## config.mk

```make
export PLATFORM = sky130hd
export DESIGN_NAME = alu_seq_flat
export DESIGN_NICKNAME = d
export VERILOG_FILES = /design/src/rtl/alu_seq_if.sv /design/src/rtl/alu_seq.sv /design/src/flat_wrapper.sv
export SDC_FILE = /design/constraint.sdc
export NUM_CORES = 1
export LEC_CHECK = 0
export CORE_ASPECT_RATIO = 0.6
export CORE_UTILIZATION = 35
export CTS_BUF_LIST = sky130_fd_sc_hd__clkbuf_4 sky130_fd_sc_hd__clkbuf_8 sky130_fd_sc_hd__clkbuf_16
export DETAILED_ROUTE_END_ITERATION = 10
export PLACE_DENSITY_LB_ADDON = 0.2
export SLEW_MARGIN = 20
export SYNTH_ARGS = -nofsm -noshare
export SYNTH_HDL_FRONTEND = slang
export SYNTH_SLANG_ARGS = --single-unit
```

## constraint.sdc

```tcl
create_clock -name clk -period 2.5 [get_ports clk]
set_clock_uncertainty 0.1 [all_clocks]
set_input_delay 0.625 -clock clk [delete_from_list [all_inputs] [get_ports clk]]
set_output_delay 0.625 -clock clk [all_outputs]
set_load 0.005 [all_outputs]
```

## src/rtl/alu_seq_if.sv

```systemverilog
// Host-side handshake bundle for alu_seq: request, operands, result, flags and status.
interface alu_seq_if;
  logic        start;
  logic [2:0]  op;
  logic [15:0] opA;
  logic [15:0] opB;
  logic [15:0] result;
  logic        carry;
  logic        parity;
  logic        busy;
  logic        done;
  logic        err;

  modport master (
    output start, op, opA, opB,
    input  result, carry, parity, busy, done, err
  );

  modport slave (
    input  start, op, opA, opB,
    output result, carry, parity, busy, done, err
  );
endinterface

```

## src/rtl/alu_seq.sv

```systemverilog
// Sequences 16-bit ops as two passes through an external 8-bit ALU.
// Define ALU_SEQ_PARITY_EN to make op 5 a 16-bit parity (PAR16); otherwise op 5 is illegal.
module alu_seq (
  input  logic       clk,
  input  logic       rst_n,
  alu_seq_if.slave   bus,
  output logic [3:0] alu_cmd,
  output logic [7:0] inA,
  output logic [7:0] inB,
  output logic       sc_i,
  output logic       pari_in,
  input  logic [7:0] rslt,
  input  logic       sc_o,
  input  logic       sc_en,
  input  logic       sc_clr,
  input  logic       pari,
  input  logic       pari_en,
  input  logic       pari_clr
);

  typedef enum logic [1:0] {IDLE, LO, HI, DONE} state_t;
  typedef enum logic [2:0] {
    OP_ADD, OP_SUB, OP_SHL, OP_LSR, OP_ASR, OP_PAR, OP_RSV6, OP_RSV7
  } opcode_t;

  state_t      state, state_nx;
  opcode_t     op_in, op_q;
  logic [15:0] a_q, b_q;
  logic [7:0]  lo_q;
  logic        err_q;
  logic        op_legal;
  logic        hi_pass;
  logic [7:0]  a_lo_first, a_hi_first, b_lo_first;

  always_comb begin
    op_in = opcode_t'(bus.op);
`ifdef ALU_SEQ_PARITY_EN
    op_legal = (bus.op <= 3'd5);
`else
    op_legal = (bus.op <= 3'd4);
`endif
  end

  always_ff @(posedge clk or negedge rst_n) begin
    if (!rst_n) state <= IDLE;
    else        state <= state_nx;
  end

  always_comb begin
    state_nx = state;
    case (state)
      IDLE:    if (bus.start) state_nx = op_legal ? LO : DONE;
      LO:      state_nx = HI;
      HI:      state_nx = DONE;
      DONE:    state_nx = IDLE;
      default: state_nx = IDLE;
    endcase
  end

  always_comb begin
    hi_pass    = (state == HI);
    a_lo_first = hi_pass ? a_q[15:8] : a_q[7:0];
    a_hi_first = hi_pass ? a_q[7:0]  : a_q[15:8];
    b_lo_first = hi_pass ? b_q[15:8] : b_q[7:0];
    alu_cmd    = '0;
    inA        = '0;
    inB        = '0;
    bus.busy   = (state == LO) || (state == HI);
    bus.done   = (state == DONE);
    bus.err    = (state == DONE) && err_q;
    if (bus.busy) begin
      case (op_q)
        OP_ADD: begin inA = a_lo_first; inB = b_lo_first;  end
        OP_SUB: begin inA = a_lo_first; inB = ~b_lo_first; end
        OP_SHL: begin alu_cmd = 4'd2; inA = a_lo_first; end
        OP_LSR: begin alu_cmd = 4'd4; inA = a_hi_first; end
        // Top byte gets the sign-fill shift, bottom byte takes the carried bit.
        OP_ASR: begin alu_cmd = hi_pass ? 4'd4 : 4'd3; inA = a_hi_first; end
`ifdef ALU_SEQ_PARITY_EN
        OP_PAR: begin alu_cmd = 4'd8; inA = a_lo_first; end
`endif
        default: ;
      endcase
    end
  end

  always_comb begin
    sc_i    = bus.carry;
    pari_in = bus.parity;
  end

  always_ff @(posedge clk or negedge rst_n) begin
    if (!rst_n) begin
      a_q        <= '0;
      b_q        <= '0;
      lo_q       <= '0;
      op_q       <= OP_ADD;
      err_q      <= 1'b0;
      bus.result <= '0;
      bus.carry  <= 1'b0;
      bus.parity <= 1'b0;
    end else begin
      case (state)
        IDLE: if (bus.start) begin
          a_q   <= bus.opA;
          b_q   <= bus.opB;
          op_q  <= op_in;
          err_q <= !op_legal;
          case (op_in)
            OP_ADD, OP_SHL, OP_LSR: bus.carry <= 1'b0;
            OP_SUB:                 bus.carry <= 1'b1;
`ifdef ALU_SEQ_PARITY_EN
            OP_PAR:                 bus.parity <= 1'b0;
`endif
            default: ;
          endcase
        end
        LO, HI: begin
          if (sc_clr)       bus.carry  <= 1'b0;
          else if (sc_en)   bus.carry  <= sc_o;
          if (pari_clr)     bus.parity <= 1'b0;
          else if (pari_en) bus.parity <= pari;
          if (state == LO) lo_q <= rslt;
          else begin
            case (op_q)
              OP_LSR, OP_ASR: bus.result <= {lo_q, rslt};
`ifdef ALU_SEQ_PARITY_EN
              OP_PAR:         bus.result <= {15'b0, pari};
`endif
              default:        bus.result <= {rslt, lo_q};
            endcase
          end
        end
        default: ;
      endcase
    end
  end

endmodule

```

## src/flat_wrapper.sv

```systemverilog
// flat-port wrapper written by rule: the top's interface ports become plain ports
module alu_seq_flat 
  (clk, rst_n, alu_cmd, inA, inB, sc_i, pari_in, rslt, sc_o, sc_en, sc_clr, pari, pari_en, pari_clr, bus_start, bus_op, bus_opA, bus_opB, bus_result, bus_carry, bus_parity, bus_busy, bus_done, bus_err);
  alu_seq_if bus_i ();
  input  logic clk;
  input  logic rst_n;
  output logic [3:0] alu_cmd;
  output logic [7:0] inA;
  output logic [7:0] inB;
  output logic sc_i;
  output logic pari_in;
  input  logic [7:0] rslt;
  input  logic sc_o;
  input  logic sc_en;
  input  logic sc_clr;
  input  logic pari;
  input  logic pari_en;
  input  logic pari_clr;
  input wire logic [$bits(bus_i.start)-1:0] bus_start;
  input wire logic [$bits(bus_i.op)-1:0] bus_op;
  input wire logic [$bits(bus_i.opA)-1:0] bus_opA;
  input wire logic [$bits(bus_i.opB)-1:0] bus_opB;
  output wire logic [$bits(bus_i.result)-1:0] bus_result;
  output wire logic [$bits(bus_i.carry)-1:0] bus_carry;
  output wire logic [$bits(bus_i.parity)-1:0] bus_parity;
  output wire logic [$bits(bus_i.busy)-1:0] bus_busy;
  output wire logic [$bits(bus_i.done)-1:0] bus_done;
  output wire logic [$bits(bus_i.err)-1:0] bus_err;
  assign bus_i.start = bus_start;
  assign bus_i.op = bus_op;
  assign bus_i.opA = bus_opA;
  assign bus_i.opB = bus_opB;
  assign bus_result = bus_i.result;
  assign bus_carry = bus_i.carry;
  assign bus_parity = bus_i.parity;
  assign bus_busy = bus_i.busy;
  assign bus_done = bus_i.done;
  assign bus_err = bus_i.err;
  alu_seq u_core (.clk(clk), .rst_n(rst_n), .bus(bus_i), .alu_cmd(alu_cmd), .inA(inA), .inB(inB), .sc_i(sc_i), .pari_in(pari_in), .rslt(rslt), .sc_o(sc_o), .sc_en(sc_en), .sc_clr(sc_clr), .pari(pari), .pari_en(pari_en), .pari_clr(pari_clr));
endmodule
```

# Yosys cells after proc, flatten, opt, wreduce, memory -nomap -nowiden
# Cells that the tools add are included.
[totals] out_inout_bits=43 ff_bits=64 input_bits=52
[classes] muxes=21 eq_ne=13 order_cmp=1 n_reduce_logical=17 n_bitwise=2
[op_table] op="two-way mux 8 bit" count=5
[op_table] op="one-hot mux 8 bit (2 select lines)" count=2
[op_table] op="two-way mux 16 bit" count=1
[op_table] op="equality test 3 x 2 -> 1 bit (second input constant)" count=4
[op_table] op="one-hot mux 4 bit (3 select lines)" count=1
[op_table] op="NOT 8 bit" count=1
[op_table] op="one-hot mux 2 bit (4 select lines)" count=1
[op_table] op="AND reduction 2 bit" count=4
[op_table] op="equality test 3 x 1 -> 1 bit (second input constant)" count=2
[op_table] op="zero test 3 bit" count=2
[op_table] op="inequality test 3 bit (second input constant)" count=2
[op_table] op="OR reduction 3 bit" count=2
[op_table] op="two-way mux 1 bit" count=5
[op_table] op="equality test 2 bit (second input constant)" count=2
[op_table] op="two-way mux 2 bit" count=2
[op_table] op="two-way mux 4 bit" count=1
[op_table] op="one-hot mux 1 bit (2 select lines)" count=2
[op_table] op="AND reduction 4 bit" count=1
[op_table] op="nonzero test 2 bit" count=2
[op_table] op="OR reduction 2 bit" count=2
[op_table] op="equality test 3 bit (second input constant)" count=1
[op_table] op="<= comparator 3 bit (second input constant)" count=1
[op_table] op="two-way mux 3 bit" count=1
[op_table] op="equality test 2 x 1 -> 1 bit (second input constant)" count=1
[op_table] op="other kinds (6)" count=6

# Longest topological paths before layout
# Gate-level depths: netlist of run 1.
[logic_depth] ltp_word=5 depth_mapped=7 ltp_nobuf=6

# Worst setup path before layout of run 1
# OpenSTA, ideal clock, no wires.
[synth_timing] kind="reg-to-output" start="register u_core.state[0]" end="output port inA[0]" arrival_ns=1.703 t_required_ns=1.775 path_stages_with_launch=6 path_slack_ns=0.072 n_path_buf=0 cell_sequence="dfrtp_1 inv_1 ha_1 or4b_2 o311ai_2 a32o_1"
[synth_via] elab_chain_cells=4 elab_cells_between_ends=7
[synth_lines] element="start, declared" line_no="alu_seq.sv:26" rtl="state_t state, state_nx;"
[synth_lines] element="start signal, assigned" line_no="alu_seq.sv:46" rtl="else state <= state_nx;"
[synth_lines] element="equality test 2 bit" line_no="alu_seq.sv:61, alu_seq.sv:68"
[synth_lines] element="two-way mux 8 bit (on tied branches)" line_no="alu_seq.sv:63, alu_seq.sv:62"
[synth_lines] element="one-hot mux 8 bit (2 select lines)" line_no="alu_seq.sv:72" rtl="case (op_q)"
[synth_lines] element="two-way mux 8 bit (*)" line_no="alu_seq.sv:71" rtl="if (bus.busy) begin"
[synth_lines] element="end, declared" line_no="flat_wrapper.sv:8" rtl="output logic [7:0] inA;"
# Every way passes the cells marked *; elsewhere a longest branch is shown, timed or not.

# Worst setup path in the final report of run 1
[layout_timing] start="register u_core.state[1]" end="output port inA[2]"
# The elaborated chain is that of the path after synthesis.

==> impl_results.md, run 1 <==
- Cell-by-cell trace of the critical path: ha_4, buf_6, nor4bb_4, a21oi_2, a21oi_4, buf_6, buf_6, a32o_1, buf_2
- Fraction of final layout cells sized beyond drive strength 1: 37.2%
- Share of the synthesized area in the top cell type: between 50% and 60%
- Final Critical Period: 2.70 ns
- Layout Area Growth over Synthesis: 53.9%
- Endpoint of the worst setup timing path: inA[2]
- Root Buffer: sky130_fd_sc_hd__clkbuf_16
- Violated checks: design-rule violations, negative setup slack
- Clock input transition at the sequential cells of the worst setup and hold paths: ~0.05 ns
- Critical Path Slowest Stage Cell: sky130_fd_sc_hd__dfrtp_1
- Routed via count: 2474
- Total Routing Usage GR: around 18%
- Number of antenna repair diodes: 0
- Final hold vios: 0
- Max Fanout on Critical Path: 3
- Final Net Count: ~450
- Classification of the worst setup path: flip-flop to primary output
- First-pass GRT wire length: 13.0 mm
- Part of the total power dissipated in combinational logic: a little under three fifths
- Cell depth of the worst flop-to-flop path: 8
- CTS Buffer Depth: 2
- Clk sink count: 64
- Die Width: roughly 130 um
- CTS H-Tree Depth: 3
- Drt pass-1 iters: 9
- Category of the worst setup path launch point: flip-flop
- Final weighted congestion in routability-driven placement: around 0.73
- Required time at the worst-slack endpoint: ~1.8 ns
- CP max stage delay: a little over 0.4 ns
- Power share of the clock group: between 10% and 20%
- Synth cell types: 37
- Share of the clock period used by the worst path: 108%
- Commonest cells after routing, fill and taps aside: sky130_fd_sc_hd__clkdlybuf4s50_1, sky130_fd_sc_hd__dfrtp_1, sky130_fd_sc_hd__mux2_2
- CP dominant cell by count: sky130_fd_sc_hd__buf_6
- Effective utilization at floorplan: between 30% and 40%
- Setup slack of the most critical reg-to-reg path: ~0.52 ns
- # fillers: 765
- Worst min-delay path class: input pin to async pin
- # port buffers: between 90 and 100
- Antenna-violating nets left: 0
- Critical path startpoint: u_core.state[1]
- Crit Reg-Reg Endpoint: u_core.bus.carry
- Estimated wirelength of the detail-placed design: around 5.4 mm
- Chip height: around 76 um
- Post-Synthesis Cell Area: 3190 um2
- Total CTS buffers: 9
- Internal Dissipation: 4.72 mW
- Number of pins exceeding their max-slew limit in the final report: 0
- Post-detailed-routing wire length: between 7 and 8 mm
- FMAX: between 300 and 400 MHz
- Starting DRT DRC Count: 130
- Fraction of the yosys area taken by sequential cells: 50.2%
- Final standard cell area without fillers: 4910 um2
- Final setup viols: 16
- Maximum Capacitance Violations: 0
- Pwr Density: 1460 nW/um2
- Vias in the first global route: approximately 2500
- Antenna violations before repair: 0
- DRC violations left: 7
- Largest net degree at the start of global routing: 37
- Reg2Reg Launch Point: u_core.state[0]
- Cell Rows: 26
- Kind of capture point of the worst setup path: primary output
- I/O pins: 95
- P_leak: roughly 2.1 nW
- Sequential cell area in the final layout: 1600 um2
- Most common cell after layout, fill and taps aside: sky130_fd_sc_hd__clkdlybuf4s50_1
- Core footprint: 8690 um2
- Maximum vdd drop: around 0.57 mV
- Summed negative setup slack over all endpoints: -2.06 ns
- Worst path setup slack after routing: -0.204 ns
- Unrepaired setup endpoints after global routing: yes
- Count of warnings emitted by yosys: 0
- Cells after synthesis: between 200 and 300
- Ranking of synthesized cells by area: sky130_fd_sc_hd__dfrtp_1, sky130_fd_sc_hd__mux2_2, sky130_fd_sc_hd__mux2i_1, sky130_fd_sc_hd__nor2_1, sky130_fd_sc_hd__a21oi_1
- Synthesized flop and latch total: 64
- Post-placement cell count: 479
- Power dissipated by switching net loads: 2.47 mW
- Switching portion of total power: roughly 34%
- Cell type contributing the most total cell area after synthesis: sky130_fd_sc_hd__dfrtp_1
- Number of nets produced by synthesis: 326
- Mean instance size in the synthesized netlist: between 10 and 15 um2
- TritonCTS clock tree: yes
- Run status: complete, but fails checks
- Via density per instance: between 4 and 5
- Crit path buf inv count: 4
- Area occupied by multi-input gates: 1570 um2
- Post-DR wirelength/cell: 15.5 um
- Post-route insts no fill: just over 500
- Insertion delay of the later-clocked pin in the worst-skew pair: roughly 0.32 ns
- Critical Path Stages: 9
- Area of the die: 9520 um2
- Arrival time reported for the critical path endpoint: between 1.5 and 2 ns
- Crit-path leading delay family: buffers and inverters
- Total congestion overflow after global routing: 0
- Sequential power share: roughly a quarter
- Post-detailed-placement cell area: 4350 um2
worst min path at each step:
stage	start	slack, ns	end	depth (start not counted)
4_1_cts	rst_n	0.23	u_core.bus.result[4]	2
5_1_grt	rst_n	0.26	u_core.bus.result[3]	2
3_3_place_gp	u_core.err_q	0.36	u_core.err_q	2
6_report	rst_n	0.23	u_core.bus.result[4]	2
2_1_floorplan	rst_n	0.23	u_core.a_q[0]	0
3_5_place_dp	u_core.err_q	0.37	u_core.err_q	2
power by group through the flow:
stage	combinational (mW)	sequential, mW	clock [mW]
2_1_floorplan	2.03	1.83	0
3_3_place_gp	3.47	1.87	0
3_5_place_dp	3.53	1.89	0
4_1_cts	3.83	1.89	1.31
5_1_grt	4.36	1.98	1.35
6_report	4.01	1.91	1.27
cells by family (layout without fill, tap and decap cells):
group | count (synthesis) | in the layout | synth area share [%]
adder cells (fa/ha/maj) | 6 | 6 | 2.35
AND/OR/NAND/NOR | 48 | 48 | 6.94
flip-flops | 64 | 64 | 50.2
multiplexers | 73 | 73 | 24.7
XOR/XNOR | 8 | 8 | 2.20
AO/OA/AOI/OAI | 43 | 43 | 8.86
buffers and inverters | 25 | 158 | 4.70
other | 1 | 1 | 0.117
worst reg2reg max path: cells and delay by family (launching register included):
family	cells	cell delay, ns
flip-flops	1	0.36
AO/OA/AOI/OAI	1	0.27
adder cells (fa/ha/maj)	1	0.29
multiplexers	1	0.36
buffers and inverters	5	0.49
metrics by stage:
step                      hold slack (ns)  setup WS [ns]  power, mW  utilization (%)
after floorplan                     0.229         0.0719       3.86                -
after global placement              0.359         -0.394       5.34             50.1
after detailed placement            0.367         -0.416       5.42             50.1
after CTS                           0.233         -0.308       7.03             55.5
after global routing                0.265         -0.300       7.69             56.5
final                               0.231         -0.204       7.19             56.5
registers in the layout, indices dropped and copies added, names as in the netlist:
| name | count |
|---|---|
| u_core.op_q | 3 |
| u_core.err_q | 1 |
| u_core.state | 2 |
| u_core.b_q | 16 |
| u_core.a_q | 16 |
| u_core.lo_q | 8 |
| u_core.bus.carry | 1 |
| u_core.bus.result | 16 |
| u_core.bus.parity | 1 |
layer usage:
metal | global-route usage (%) | share of wire, % | up-vias
met4 | 7.07 | 1.5 | 0
li1 | - | - | 1211
met5 | 0 | 0 | -
met1 | 24.2 | 50 | 1172
met3 | 6.04 | 6.4 | 12
met2 | 25.5 | 43 | 79
synthesized netlist by cell type (all sizes together):
library cell	n
o41ai	1
inv	4
or4b	1
o22a	1
nor2	31
conb	1
a211oi	2
and3	1
xor2	8
clkinv	1
or3b	1
o311ai	1
nor4bb	1
a32o	6
mux2i	28
o2bb2ai	1
o21ai	6
o21bai	1
nand3b	2
a31oi	1
clkbuf	7
a21oi	22
dfrtp	64
o31ai	1
buf	13
and2	1
nor3	3
nand2	5
nor2b	2
ha	6
mux2	45
layout make-up:
| type | instances | area share, % |
|---|---|---|
| Clock buffer | 13 | 5.45 |
| Clock inverter | 3 | 0.815 |
| Inverter | 5 | 0.433 |
| Multi-Input combinational cell | 179 | 32.0 |
| Sequential cell | 64 | 32.6 |
| Tap cell | 112 | 2.85 |
| Timing Repair Buffer | 137 | 25.9 |
timing repair:
item | 4_1_cts | 5_1_grt
pin swaps | 15 | 15
hold buffers | 0 | 0
endpoints found under the setup margin | 20 | 20
buffers inserted | 14 | 6
gates resized for setup | 88 | 33
No activity file was read; power rests on OpenSTA's default activity.
==> inputs of run 2 (changes only) <==
--- a/config.mk
+++ b/config.mk
@@ -6,7 +6,7 @@
 export NUM_CORES = 1
 export LEC_CHECK = 0
 export CORE_ASPECT_RATIO = 0.6
-export CORE_UTILIZATION = 35
+export CORE_UTILIZATION = 47
 export CTS_BUF_LIST = sky130_fd_sc_hd__clkbuf_4 sky130_fd_sc_hd__clkbuf_8 sky130_fd_sc_hd__clkbuf_16
 export DETAILED_ROUTE_END_ITERATION = 10
 export PLACE_DENSITY_LB_ADDON = 0.2
==> run 2 against run 1 <==
The flow finishes with violations (negative setup slack). Setup slack worse by 0.15 ns. Critical path type unchanged. Die area shrank 25%. Largest power group unchanged. Cell area about the same. Largest cell class unchanged.
==> impl_results.md, run 2 (synthesized netlist as in run 1, its figures left out) <==
- Estimated wirelength of the detail-placed design: approximately 5.2 mm
- Insertion delay of the later-clocked pin in the worst-skew pair: 0.32 ns
- Post-Route Utilization: between 70% and 80%
- Routed via count: roughly 2600
- Antenna violations before repair: 0
- Number of buffers added to fix hold violations after cts: 0
- Number of pins exceeding their max-slew limit in the final report: 0
- Largest registers: u_core.a_q x16, u_core.b_q x16, u_core.bus.result x16
- Final Critical Period: 2.86 ns
- Required time at the worst-slack endpoint: around 1.8 ns
- Final setup viols: 17
- Overall power consumption: about 7.2 mW
- Critical path startpoint: u_core.state[1]
- Die Width: roughly 110 um
- Endpoint of the worst setup timing path: inA[5]
- Drt pass-1 iters: 4
- Post-route insts no fill: 496
- Chip height: roughly 66 um
- Post-detailed-routing wire length: roughly 8 mm
- Worst path setup slack after routing: -0.356 ns
- Clock input transition at the sequential cells of the worst setup and hold paths: approximately 0.060 ns
- Final standard cell area without fillers: between 4000 and 5000 um2
- Summed negative setup slack over all endpoints: -4.10 ns
- TritonCTS clock tree: yes
- Largest net degree at the start of global routing: between 40 and 50
- DRC violations left: 0
- Run status: complete, but fails checks
- Post-DR wirelength/cell: 16.3 um
- CP max stage delay: roughly 0.42 ns
- Kind of capture point of the worst setup path: primary output
- Critical Path Slowest Stage Cell: sky130_fd_sc_hd__dfrtp_1
- Critical Path Stages: 9
- Via density per instance: approximately 5.1
- Setup WS pre-CTS: -0.397 ns
- Violated checks: negative setup slack
- Unrepaired setup endpoints after global routing: yes
- Final hold vios: 0
- Category of the worst setup path launch point: flip-flop
- Setup slack of the most critical reg-to-reg path: about 0.52 ns
- # port buffers: 93
- Core footprint: roughly 6300 um2
- Vias in the first global route: 2512
- Cell depth of the worst flop-to-flop path: 7
- Pwr Density: between 1000 and 1500 nW/um2
- Crit Reg-Reg Endpoint: u_core.bus.result[13]
- Maximum vdd drop: 0.661 mV
- Cell-by-cell trace of the critical path: ha_4, buf_6, nor4bb_4, a21oi_1, a21oi_1, buf_4, buf_6, a32o_1, buf_2
- Post-placement cell count: 449
- Effective utilization at floorplan: 50.4%
- Arrival time reported for the critical path endpoint: ~2.1 ns
- Classification of the worst setup path: flip-flop to primary output
- I/O pins: 95
- Antenna-violating nets left: 0
- Total CTS buffers: 9
- Starting DRT DRC Count: about 140
- Worst min-delay path class: input pin to async pin
- Fraction of final layout cells sized beyond drive strength 1: between 30 and 40%
- Total Routing Usage GR: about 24%
- Share of the clock period used by the worst path: 114%
- Clk sink count: between 60 and 70
- Post-detailed-placement cell area: between 4000 and 5000 um2
- CTS Buffer Depth: 2
- Maximum Capacitance Violations: 0
- Max Fanout on Critical Path: 5
- Crit path buf inv count: 4
- Layout Area Growth over Synthesis: 54.0%
- Total congestion overflow after global routing: 0
- Area of the die: around 7100 um2
- Final weighted congestion in routability-driven placement: 0.819
- Reg2Reg Launch Point: u_core.op_q[2]
- P_leak: about 2.2 nW
- Number of antenna repair diodes: 0
- Cell Rows: 22
- First-pass GRT wire length: ~13 mm
- Commonest cells after routing, fill and taps aside: sky130_fd_sc_hd__clkdlybuf4s50_1, sky130_fd_sc_hd__dfrtp_1, sky130_fd_sc_hd__mux2_2
- Most common cell after layout, fill and taps aside: sky130_fd_sc_hd__clkdlybuf4s50_1
- Worst Hold Margin: approximately 0.043 ns
- CTS H-Tree Depth: 3
- FMAX: between 300 and 400 MHz
- Crit-path leading delay family: buffers and inverters
- Final Net Count: 465
- Root Buffer: sky130_fd_sc_hd__clkbuf_16
[run 2: cell count changes in the layout (fill, tap and decap cells not counted), moves of 2 or more]
cell	change
sky130_fd_sc_hd__a211oi_2	-2
sky130_fd_sc_hd__buf_4	+8
sky130_fd_sc_hd__a211oi_1	+2
sky130_fd_sc_hd__buf_6	+3
sky130_fd_sc_hd__a21oi_1	+2
sky130_fd_sc_hd__buf_2	+3
sky130_fd_sc_hd__clkinvlp_4	+3
sky130_fd_sc_hd__clkbuf_2	-3
[run 2: layout make-up]
class / count / area (um2)
inverter: 5 / 21.3
tap: 84 / 105
clock inverter: 5 / 32.5
fill: 414 / 1420
sequential: 64 / 1600
multi-input combinational: 179 / 1540
clock buffer: 11 / 246
timing repair buffer: 148 / 1370
[run 2: worst min-delay path by stage]
stage / to / slack, ns / cells past startpoint
6_report: u_core.b_q[10] / 0.04 / 1
4_1_cts: u_core.a_q[11] / 0.04 / 1
3_5_place_dp: u_core.err_q / 0.37 / 2
3_3_place_gp: u_core.err_q / 0.36 / 2
2_1_floorplan: u_core.a_q[0] / 0.23 / 0
5_1_grt: u_core.b_q[10] / 0.04 / 1
[run 2: metal layers]
| metal | up-vias | track usage [%] | part of all wire (%) |
|---|---|---|---|
| met4 | 0 | 8.28 | 1.1 |
| met3 | 9 | 6.31 | 6.7 |
| met5 | - | 0 | 0 |
| li1 | 1226 | - | - |
| met2 | 78 | 37.3 | 45 |
| met1 | 1237 | 33.8 | 47 |
[run 2: repair_timing]
item / in CTS / in global routing
setup buffers: 21 / 11
gates cloned: 1 / 0
pin swaps: 25 / 12
endpoints found under the setup margin: 20 / 20
gates resized for setup: 104 / 14
[run 2: report_power, final]
group / total [mW] / internal [mW] / switching (mW)
Sequential: 1.90 / 1.58 / 0.329
Clock: 1.15 / 0.704 / 0.443
Combinational: 4.19 / 2.43 / 1.76
Total: 7.24 / 4.71 / 2.54
